==> src/rtl/vec_mag_iter.sv <==
// vec_mag_iter: iterative vector magnitude / sum-of-squares unit.
//
// Accepts an unsigned operand pair (x, y) and computes either
// floor(sqrt(x^2 + y^2)) (mode 0) or x^2 + y^2 (mode 1). The squares are
// built by shift-add over W cycles. The magnitude then takes W+1 cycles of
// restoring square root, one root bit per cycle, MSB first.
//
// Timing, counting the accept edge as cycle 1:
//   - mode 0: done rises on cycle 2W+2;
//   - mode 1: done rises on cycle W+1.
//
// Ports:
//   clk     - clock, rising edge active
//   rst     - synchronous active-high reset, overrides ena and start
//   ena     - clock enable; 0 freezes all registers
//   start   - request a computation (only honoured in IDLE)
//   mode    - 0 = magnitude, 1 = sum of squares
//   x, y    - unsigned W-bit operands
//   busy    - high while squaring or taking the root
//   done    - one-cycle completion strobe (stretched while ena=0)
//   result  - 2W+1-bit result, held until the next completion
//   exact   - mode 0: remainder was zero; mode 1: always 1
module vec_mag_iter #(
    parameter int unsigned W = 8
) (
    input  logic         clk,
    input  logic         rst,
    input  logic         ena,
    input  logic         start,
    input  logic         mode,
    input  logic [W-1:0] x,
    input  logic [W-1:0] y,
    output logic         busy,
    output logic         done,
    output logic [2*W:0] result,
    output logic         exact
);

    // Counter must reach W (last root step), so it needs to hold W+1 values.
    localparam int unsigned CW = $clog2(W + 2);

    typedef enum logic [1:0] {StIdle, StSquare, StSqrt, StDone} state_e;

    state_e state_q, state_d;

    logic           mode_q,   mode_d;
    logic [2*W-1:0] mx_q,     mx_d;      // x multiplicand, shifted left per step
    logic [2*W-1:0] my_q,     my_d;      // y multiplicand, shifted left per step
    logic [W-1:0]   bx_q,     bx_d;      // x multiplier bits, shifted right per step
    logic [W-1:0]   by_q,     by_d;      // y multiplier bits, shifted right per step
    logic [2*W+1:0] acc_q,    acc_d;     // sum of squares, then root radicand shifter
    logic [W+1:0]   rem_q,    rem_d;     // partial remainder, never exceeds 2*root
    logic [W:0]     root_q,   root_d;
    logic [CW-1:0]  cnt_q,    cnt_d;
    logic [2*W:0]   result_q, result_d;
    logic           exact_q,  exact_d;

    logic [2*W+1:0] sq_step;
    logic [W+3:0]   rem_sh;
    logic [W+3:0]   trial;
    logic [W+3:0]   rem_next;
    logic           root_bit;
    logic [W:0]     root_next;
    logic           sq_last;
    logic           sqrt_last;

    // ------------------------------------------------------------------
    // Arithmetic step logic
    // ------------------------------------------------------------------
    always_comb begin
        // One shift-add step for both squares at once. Two W-bit squares
        // sum to less than 2^(2W+1), so the extra top bit of acc stays 0.
        sq_step = acc_q;
        if (bx_q[0]) begin
            sq_step = sq_step + {2'b00, mx_q};
        end
        if (by_q[0]) begin
            sq_step = sq_step + {2'b00, my_q};
        end

        // Restoring root step: bring down the next bit pair and try to
        // subtract (4*root + 1).
        rem_sh    = {rem_q, acc_q[2*W+1 -: 2]};
        trial     = {1'b0, root_q, 2'b01};
        root_bit  = (rem_sh >= trial);
        rem_next  = root_bit ? (rem_sh - trial) : rem_sh;
        root_next = {root_q[W-1:0], root_bit};

        sq_last   = (cnt_q == CW'(W - 1));
        sqrt_last = (cnt_q == CW'(W));
    end

    // ------------------------------------------------------------------
    // FSM: state register
    // ------------------------------------------------------------------
    always_ff @(posedge clk) begin
        if (rst) begin
            state_q <= StIdle;
        end else if (ena) begin
            state_q <= state_d;
        end
    end

    // ------------------------------------------------------------------
    // FSM: next-state logic
    // ------------------------------------------------------------------
    always_comb begin
        state_d = state_q;
        unique case (state_q)
            StIdle: begin
                if (start) begin
                    state_d = StSquare;
                end
            end
            StSquare: begin
                if (sq_last) begin
                    state_d = mode_q ? StDone : StSqrt;
                end
            end
            StSqrt: begin
                if (sqrt_last) begin
                    state_d = StDone;
                end
            end
            StDone: begin
                state_d = StIdle;
            end
            default: begin
                state_d = StIdle;
            end
        endcase
    end

    // ------------------------------------------------------------------
    // FSM: outputs
    // ------------------------------------------------------------------
    always_comb begin
        busy   = (state_q == StSquare) || (state_q == StSqrt);
        done   = (state_q == StDone);
        result = result_q;
        exact  = exact_q;
    end

    // ------------------------------------------------------------------
    // Datapath next-state
    // ------------------------------------------------------------------
    always_comb begin
        mode_d   = mode_q;
        mx_d     = mx_q;
        my_d     = my_q;
        bx_d     = bx_q;
        by_d     = by_q;
        acc_d    = acc_q;
        rem_d    = rem_q;
        root_d   = root_q;
        cnt_d    = cnt_q;
        result_d = result_q;
        exact_d  = exact_q;

        unique case (state_q)
            StIdle: begin
                if (start) begin
                    mode_d = mode;
                    mx_d   = {{W{1'b0}}, x};
                    my_d   = {{W{1'b0}}, y};
                    bx_d   = x;
                    by_d   = y;
                    acc_d  = '0;
                    rem_d  = '0;
                    root_d = '0;
                    cnt_d  = '0;
                end
            end
            StSquare: begin
                acc_d = sq_step;
                mx_d  = mx_q << 1;
                my_d  = my_q << 1;
                bx_d  = bx_q >> 1;
                by_d  = by_q >> 1;
                if (sq_last) begin
                    cnt_d = '0;
                    if (mode_q) begin
                        result_d = sq_step[2*W:0];
                        exact_d  = 1'b1;
                    end
                end else begin
                    cnt_d = cnt_q + 1'b1;
                end
            end
            StSqrt: begin
                acc_d  = acc_q << 2;
                rem_d  = rem_next[W+1:0];
                root_d = root_next;
                cnt_d  = cnt_q + 1'b1;
                if (sqrt_last) begin
                    result_d = {{W{1'b0}}, root_next};
                    exact_d  = (rem_next == '0);
                end
            end
            StDone: begin
            end
            default: begin
            end
        endcase
    end

    // ------------------------------------------------------------------
    // Datapath registers
    // ------------------------------------------------------------------
    always_ff @(posedge clk) begin
        if (rst) begin
            mode_q   <= 1'b0;
            mx_q     <= '0;
            my_q     <= '0;
            bx_q     <= '0;
            by_q     <= '0;
            acc_q    <= '0;
            rem_q    <= '0;
            root_q   <= '0;
            cnt_q    <= '0;
            result_q <= '0;
            exact_q  <= 1'b0;
        end else if (ena) begin
            mode_q   <= mode_d;
            mx_q     <= mx_d;
            my_q     <= my_d;
            bx_q     <= bx_d;
            by_q     <= by_d;
            acc_q    <= acc_d;
            rem_q    <= rem_d;
            root_q   <= root_d;
            cnt_q    <= cnt_d;
            result_q <= result_d;
            exact_q  <= exact_d;
        end
    end

endmodule

==> config.mk <==
export PLATFORM = sky130hd
export DESIGN_NAME = vec_mag_iter
export DESIGN_NICKNAME = d
export VERILOG_FILES = /design/src/rtl/vec_mag_iter.sv
export SDC_FILE = /design/constraint.sdc
export NUM_CORES = 1
export LEC_CHECK = 0
export CAP_MARGIN = 20
export CELL_PAD_IN_SITES_DETAIL_PLACEMENT = 1
export CELL_PAD_IN_SITES_GLOBAL_PLACEMENT = 1
export CORE_MARGIN = 2
export CORE_UTILIZATION = 35
export CTS_CLUSTER_DIAMETER = 120
export DETAILED_ROUTE_END_ITERATION = 10
export GPL_ROUTABILITY_DRIVEN = 0
export PLACE_DENSITY_LB_ADDON = 0.1
export RECOVER_POWER = 50
export SLEW_MARGIN = 10
export SYNTH_ARGS = -nofsm -noshare
export SYNTH_HDL_FRONTEND = slang
export SYNTH_SLANG_ARGS = --single-unit
==> constraint.sdc <==
create_clock -name clk -period 6 [get_ports clk]
set_input_delay 0.6 -clock clk [delete_from_list [all_inputs] [get_ports clk]]
set_output_delay 0.6 -clock clk [all_outputs]
set_load 0.02 [all_outputs]
**Word level (Yosys, flattened, before mapping)**

Cells that the tools add are included.
Widths: inputs -> output; s select.

- Flip-flop bits (word level): 110
- Bits in latches: 0
- RAM bits: 0
- Bits in read-only memories: 0
- Bits of input ports: 21
- Output and inout port bits: 20
- Word-level logic and storage cells: 72
- Memories: 0

- Add/sub/neg operators: 4
- Multiply operators: 0
- Div/mod/pow operators: 0
- Magnitude comparators: 1
- Equal/unequal tests: 9
- Shift-type cells: 0
- Mux-type cells: 33
- Bitwise gates (word level): 0
- Reductions and logical operators: 13

Operators by type and width:

| operator | number |
|---|---|
| $pmux 16 s2 | 2 |
| $mux 18 | 3 |
| $pmux 18 s3 | 1 |
| $mux 17 | 3 |
| $add 18x16->18 | 2 |
| $pmux 17 s2 | 1 |
| $mux 16 | 2 |
| $pmux 8 s2 | 2 |
| $pmux 10 s2 | 1 |
| $pmux 9 s2 | 1 |
| $mux 8 | 2 |
| $ge 12x11->1 | 1 |
| $logic_not 12->1 | 1 |
| $mux 12 | 1 |
| $pmux 4 s3 | 1 |
| $reduce_and 3->1 | 4 |
| $sub 12x11->12 | 1 |
| $mux 10 | 1 |
| $mux 9 | 1 |
| $mux 4 | 2 |
| $ne 2x2->1 const B | 4 |
| $pmux 2 s4 | 1 |
| $mux 2 | 3 |
| $reduce_bool 2->1 | 3 |
| other kinds (12) | 16 |

**Depth between registers and ports, before layout**

Gate-level depths: netlist (run 1).

- Depth in word-level cells: 7
- Gate-level depth with buffers: 16
- Mapped depth without buffers: 16

**Worst setup path before layout (run 1)**

No wires, ideal clock.

- Path kind: reg2reg
- Start: register mx_q[0]
- End: register acc_q[15]
- Library setup time: 130 ps
- Data arrival time: 3421 ps
- Required time: 5870 ps
- Slack: 2448 ps
- Cell stages (with the launch flop): 17
- Buffers on the path: 0
- Period minus slack after synthesis: 3552 ps
- Path through: dfxtp_1 -> ha_1 -> fa_1 -> a211oi_1 -> o21ai_1 -> o21a_1 -> a31oi_1 -> xnor2_1 -> mux2_2 -> ha_1 -> a21o_1 -> a21o_1 -> a21oi_1 -> a32oi_1 -> xor2_1 -> mux2i_1 -> o22ai_1

- Word-level cells in the longest chain between the ends: 5

Ends and longest elaborated chain:

| item | line | text |
|---|---|---|
| start: declaration | 47 | `logic [2*W-1:0] mx_q, mx_d;` |
| start signal: assignment | 225 | `mx_q <= mx_d;` |
| $add 18x16->18 * | 75 | `sq_step = sq_step + {2'b00, mx_q};` |
| $mux 18 * | 74 | `if (bx_q[0]) begin` |
| $add 18x16->18 | 78 | `sq_step = sq_step + {2'b00, my_q};` |
| $mux 18 * | 77 | `if (by_q[0]) begin` |
| $pmux 18 s3 * | 160 | `unique case (state_q)` |
| end signal: assignment | 217 | `acc_q <= '0;` |
| end signal: assignment | 229 | `acc_q <= acc_d;` |
| end: declaration | 51 | `logic [2*W+1:0] acc_q, acc_d;` |

Mark *: on every way between the ends. The rest lies on a longest branch, timed or not.
A chain may end at the register's enable or synchronous reset.

**Worst setup path after layout (run 1)**

- Start: register acc_q[1]
- End: register acc_q[15]

- Word-level cells in the longest chain between the ends: 5

Ends and longest elaborated chain:

| item | line |
|---|---|
| $add 18x16->18 | 75 |
| $mux 18 * | 74 |
| $add 18x16->18 | 78 |
| $mux 18 * | 77 |
| $pmux 18 s3 * | 160 |

Marks and branches as above.

==> results.tsv, run 1 <==
metric	value	unit
status	complete, but fails checks	
violations	max-capacitance violations, max-slew violations	
postSynthAreaPerCell	7.89	sq um
clk_pin_slew_worst_paths	0.08	ns
crit_path_end_kind	flip-flop	
die_area	0.0216	sq mm
r2r_slack	1.69	ns
drtPass1Iterations	5	
max_freq	232	MHz
cts_sinks	110	
grt_pass1_vias	7027	
cap_violations	1	
cts-root-buf	clkbuf_16	
finalClockSkew	0.0120	ns
globalRouteTotalUtil	21.9	%
worstPathCellList	ha_1, a211oi_1, o21bai_1, o211ai_1, o21a_1, xnor2_1, mux2_2, ha_1, nand3_1, a211oi_1, o21ai_0, a32oi_1, xor2_1, mux2i_1, o22ai_1	
hold_path_depth	2	
min_period	4.31	ns
required	6.22	ns
core_area	0.0202	sq mm
grt_max_degree	82	
hold_buffers	0	
cts_buffers	9	
avgViaCountPerCell	5.78	
antenna_cells	0	
hold_viol_final	0	
layoutNonFillerInstCount	1185	
powerDensity	228	mW/mm^2
die_h	147	um
postLayoutCoreUtil	40.1	%
ys_ff_latch	110	
reg2reg_to	acc_q[15]	
synth.distinct_cells	71	
cts_setup_buffers	0	
arrival	4.53	ns
ir_drop	0.000145	V
worst-slew-pin-transition	2.11	ns
synth_nets	979	
antenna_found_initial	0	
num_rows	52	
wl_per_cell	19.7	um
leakage	3.00	nW
grt_pass1_wl	38.0	mm
crit_type	flip-flop to flip-flop	
postRouteWirelength	23.3	mm
rsz0062_at_grt	no	
synthCells	907	
fin_crit_sh	71.8	%
maxSlewViolCount	42	
synth-async-reset-ratio	0	%
slew_headroom	-40.5	%
syn_area	0.00716	sq mm
path_buf_inv	0	
hpwl	17.1	mm
hold_class	flip-flop to flip-flop	
drive_above_1_share	5.46	%
portBuffers	40	
io_pins	41	
cts_buffer_depth	2	
critical-path-top-delay-family	compound AO/OA/AOI/OAI gates	
finalSetupViolations	0	
reg2regPathDepth	15	
post_cts_resized	0	
setup_tns	0	ns
drtIter0Drc	408	
worstHoldStart	result[9]	
ant_nets	0	
cp_slowest_cell	dfxtp_1	
whs	0.454	ns
synth_flop_cell	dfxtp_1	
drc	0	
fin_nets	982	
synth_warnings	0	
start_kind	flip-flop	
dp_cells	1169	
die_x	147	um
cts_max_level	3	
num_vias	6855	
syn2layout_area_growth	13.0	%
hold_end	result[9]	
reg2reg_from	acc_q[1]	
seq_area_frac_synth	30.8	%
cts_tree	done	
cp_max_fo	7	
n_fill_cell	2433	
critPathMaxStageDelay	0.44	ns
initial_utilization	35.5	%
grt_overflow	0	
synth-edff-count	0	
clk_latency	0.37	ns
==> layout make-up <==
cell class	instances	area (sq um)	area share (%)
multi-input combinational	706	4620	57.1
sequential	110	2200	27.2
timing repair buffer	49	454	5.61
tap	270	338	4.17
clock buffer	9	225	2.78
clock inverter	7	129	1.59
inverter	34	128	1.58
==> cells by family after synthesis <==
family / Yosys count / share of synthesized area [%]
simple gates: 325 / 21.8
buf+inv: 91 / 4.82
flops: 110 / 30.8
xor+xnor: 29 / 3.55
compound gates: 276 / 26.2
fa+ha+maj: 51 / 9.12
mux: 25 / 3.72
==> sequential cells by signal (all words and copies together) (netlist names) <==
signal	count
acc_q	18
bx_q	8
by_q	8
cnt_q	4
exact	1
mode_q	1
mx_q	16
my_q	16
rem_q	10
result	17
root_q	9
state_q	2
==> cell usage in the layout (no fill, tap or decap), drive strengths merged, types with 10 or more instances in the layout <==
cell type	synthesis	routed
a211oi	38	38
nand3	50	50
mux2	13	13
xor2	10	10
nor3	38	38
mux2i	12	12
inv	33	35
a31oi	10	10
o21a	10	10
clkdlybuf4s50	0	18
o21ai	38	38
nand2	81	81
nand3b	10	10
xnor2	19	19
a21oi	80	80
dfxtp	110	110
nor2b	21	21
o211ai	14	14
clkbuf	51	12
ha	49	49
dlygate4sd3	0	21
a22oi	14	14
a21o	10	10
nor2	79	79
nand2b	10	10
==> how the worst max path moves through the flow <==
stage,from,endpoint,slack (ns),cells after the start
after floorplan,mx_q[0],acc_q[15],2.45,16
final,acc_q[1],acc_q[15],1.69,15
after global placement,mx_q[0],acc_q[17],2.02,16
after detailed placement,acc_q[1],acc_q[15],1.82,15
after CTS,acc_q[1],acc_q[15],1.76,15
after global routing,mx_q[1],acc_q[15],1.41,15
==> routing by layer <==
layer	share of wire [%]	track usage (%)	vias up
met4	1.4	5.96	0
met2	48	36.9	107
li1	-	-	3329
met5	0	0	-
met1	48	29.7	3394
met3	3.0	2.95	25
==> worst register-to-register path, delay by kind of cell, from the launching register on <==
kind | cells | cell delay, ns
flip-flops | 1 | 0.44
multiplexers | 2 | 0.48
XOR/XNOR | 2 | 0.19
AND/OR/NAND/NOR | 1 | 0.11
adder cells (fa/ha/maj) | 2 | 0.71
AO/OA/AOI/OAI | 8 | 2.22
==> Yosys cell counts, types with 12 or more instances <==
master	n	area, sq um
dfxtp_1	110	2200
nand2_1	81	304
a21oi_1	80	400
nor2_1	79	297
clkbuf_1	51	191
nand3_1	50	250
ha_1	49	613
nor3_1	38	190
a211oi_1	37	278
o21ai_0	34	170
inv_1	33	124
nor2b_1	21	131
xnor2_1	19	166
a22oi_1	14	105
mux2_2	13	146
o211ai_1	13	97.6
mux2i_1	12	120
==> report_power, final <==
group / internal, mW / switching, mW
combinational: 0.120 / 0.211
clock: 0.415 / 0.306
sequential: 0.758 / 0.0318
total: 1.29 / 0.548
==> per-stage QoR <==
step	setup slack, ns	power (mW)	instance area, sq um
6_report	1.69	1.84	8090
5_1_grt	1.41	1.94	8090
4_1_cts	1.76	1.87	8110
3_5_place_dp	1.82	1.14	7750
3_3_place_gp	2.02	1.13	7750
2_1_floorplan	2.45	1.03	7160
(Power assumes the default switching activity.)
==> run 2: changes to the inputs <==
clock period = 3.5 ns   (was 6 ns; I/O delays follow)
==> run 2 against run 1 <==
The flow finishes with violations (max-capacitance violations, max-slew violations, negative setup slack). Die area stayed put. Flip-flop and latch count stayed put. Maximum frequency is 15% higher. Clock power is 43% higher. First-iteration DRC count is 8.1% lower. Utilization is 5.1 points higher. Critical path type unchanged. Routed wire length is 7.3% higher. Largest cell class unchanged. Non-clock buffer count is 87 higher. Global-route usage is 1.3 points higher. Via count is 5.1% higher.
==> results.tsv, run 2 (synthesis results as in run 1) <==
metric	value	unit
status	complete, but fails checks	
violations	max-capacitance violations, max-slew violations, negative setup slack	
path_buf_inv	0	
critPathMaxStageDelay	0.40	ns
crit_type	flip-flop to flip-flop	
layoutNonFillerInstCount	1272	
die_x	147	um
hold_viol_final	0	
finalSetupViolations	8	
cts-root-buf	clkbuf_16	
hold_class	flip-flop to flip-flop	
mostFrequentLayoutCells	dfxtp_1 (106), buf_4 (87), nand2_1 (80), nor2_1 (78), a21oi_1 (68)	
pre_cts_slack	-0.421	ns
min_period	3.74	ns
worst-slew-pin-transition	2.15	ns
num_rows	52	
cap_violations	2	
cp_slowest_cell	a2111o_1	
worstHoldStart	result[9]	
swShare	31.5	%
critical-path-top-delay-family	compound AO/OA/AOI/OAI gates	
antenna_found_initial	0	
drc	0	
syn2layout_area_growth	27.4	%
maxSlewViolCount	86	
portBuffers	40	
startpoint	mx_q[0]	
clkPwrFrac	33.6	%
grt_max_degree	60	
grt_pass1_vias	7615	
fin_crit_sh	107	%
powerDensity	337	mW/mm^2
initial_utilization	35.5	%
io_pins	41	
worstPathCellList	ha_4, fa_2, a211oi_2, o21ai_2, xor2_1, mux2_4, ha_4, a2111o_1, o21ai_4, a21oi_1, a21o_1, a211oi_1, o31ai_1, o211ai_1, a21oi_1	
arrival	3.98	ns
cts_max_level	3	
start_kind	flip-flop	
slew_headroom	-43.5	%
setup_tns	-0.832	ns
max_freq	268	MHz
cts_tree	done	
globalRouteTotalUtil	23.3	%
fin_ws	-0.238	ns
final_common_cell	dfxtp_1	
crit_path_end_kind	flip-flop	
antenna_cells	0	
ant_nets	0	
cts_buffers	9	
drtIter0Drc	375	
rsz0062_at_grt	yes	
required	3.74	ns
wl_per_cell	19.7	um
hpwl	18.1	mm
seq_power_share	43.9	%
power.switching	0.968	mW
fin_nets	1069	
top_register	acc_q	
avgViaCountPerCell	5.66	
cp_max_fo	4	
power	3.07	mW
postLayoutCoreUtil	45.2	%
drive_above_1_share	19.4	%
finish.instance_area	0.00912	sq mm
num_vias	7205	
grt_pass1_wl	40.4	mm
clk_pin_slew_worst_paths	0.07	ns
clk_latency	0.36	ns
cts_buffer_depth	2	
postRouteWirelength	25.0	mm
cts_sinks	110	
drtPass1Iterations	5	
die_area	0.0216	sq mm
ir_drop	0.000230	V
p_int	2.10	mW
largest_reg_flops	18	
comb_power_share	22.4	%
whs	0.453	ns
die_h	147	um
finalClockSkew	0.0116	ns
dp_cells	1242	
leakage	3.45	nW
core_area	0.0202	sq mm
placed_area	0.00832	sq mm
grt_overflow	0	
reg2reg_from	mx_q[0]	
run 2: cell count changes in the layout (fill, tap and decap cells not counted), sizes merged:
cell / before / now
buf: 7 / 94
bufinv: 3 / 0
clkbuf: 12 / 14
clkdlybuf4s50: 18 / 20
clkinv: 2 / 4
clkinvlp: 1 / 2
dlygate4sd3: 21 / 19
inv: 35 / 33
run 2: final cells by class:
| class | instances | area [sq um] |
|---|---|---|
| multi-input cells | 706 | 5020 |
| clock buffers | 11 | 253 |
| fillers | 2423 | 11000 |
| flip-flops and latches | 110 | 2210 |
| inverters | 34 | 128 |
| clock inverters | 5 | 33.8 |
| repair buffers | 136 | 1140 |
| well taps | 270 | 338 |
run 2: per-layer routing:
metal / global-route usage (%) / part of all wire [%] / wire length, um
met1: 30.3 / 46 / 11500
met2: 40.2 / 49 / 12200
met3: 3.29 / 3.0 / 761
met4: 6.97 / 2.1 / 537
met5: 0 / 0 / 0
run 2: tightest hold or removal path, cell delays in order (launching register included):
cell	delay [ns]
dfxtp_1	0.31
nand2_1	0.05
a21oi_1	0.05
run 2: power by group through the flow:
stage	registers, mW	clock network [mW]	logic, mW
global placement	1.37	0	0.621
detailed placement	1.38	0	0.641
finish	1.35	1.03	0.689
global route	1.36	1.12	0.755
CTS	1.35	1.06	0.664
floorplan	1.36	0	0.414
run 2: repair_timing:
| action | in CTS | in global routing |
|---|---|---|
| buffers inserted | 5 | 11 |
| pin swaps | 34 | 42 |
| endpoints found under the setup margin | 22 | 21 |
| resized for setup | 48 | 46 |
| hold buffers | 0 | 0 |
run 2: worst paths after layout:
kind / to / slack (ns) / cells after the start
hold / removal: result[9] / 0.45 / 2
setup / recovery: acc_q[9] / -0.24 / 15
setup reg to reg: acc_q[9] / -0.24 / 15
hold reg to reg: result[9] / 0.45 / 2
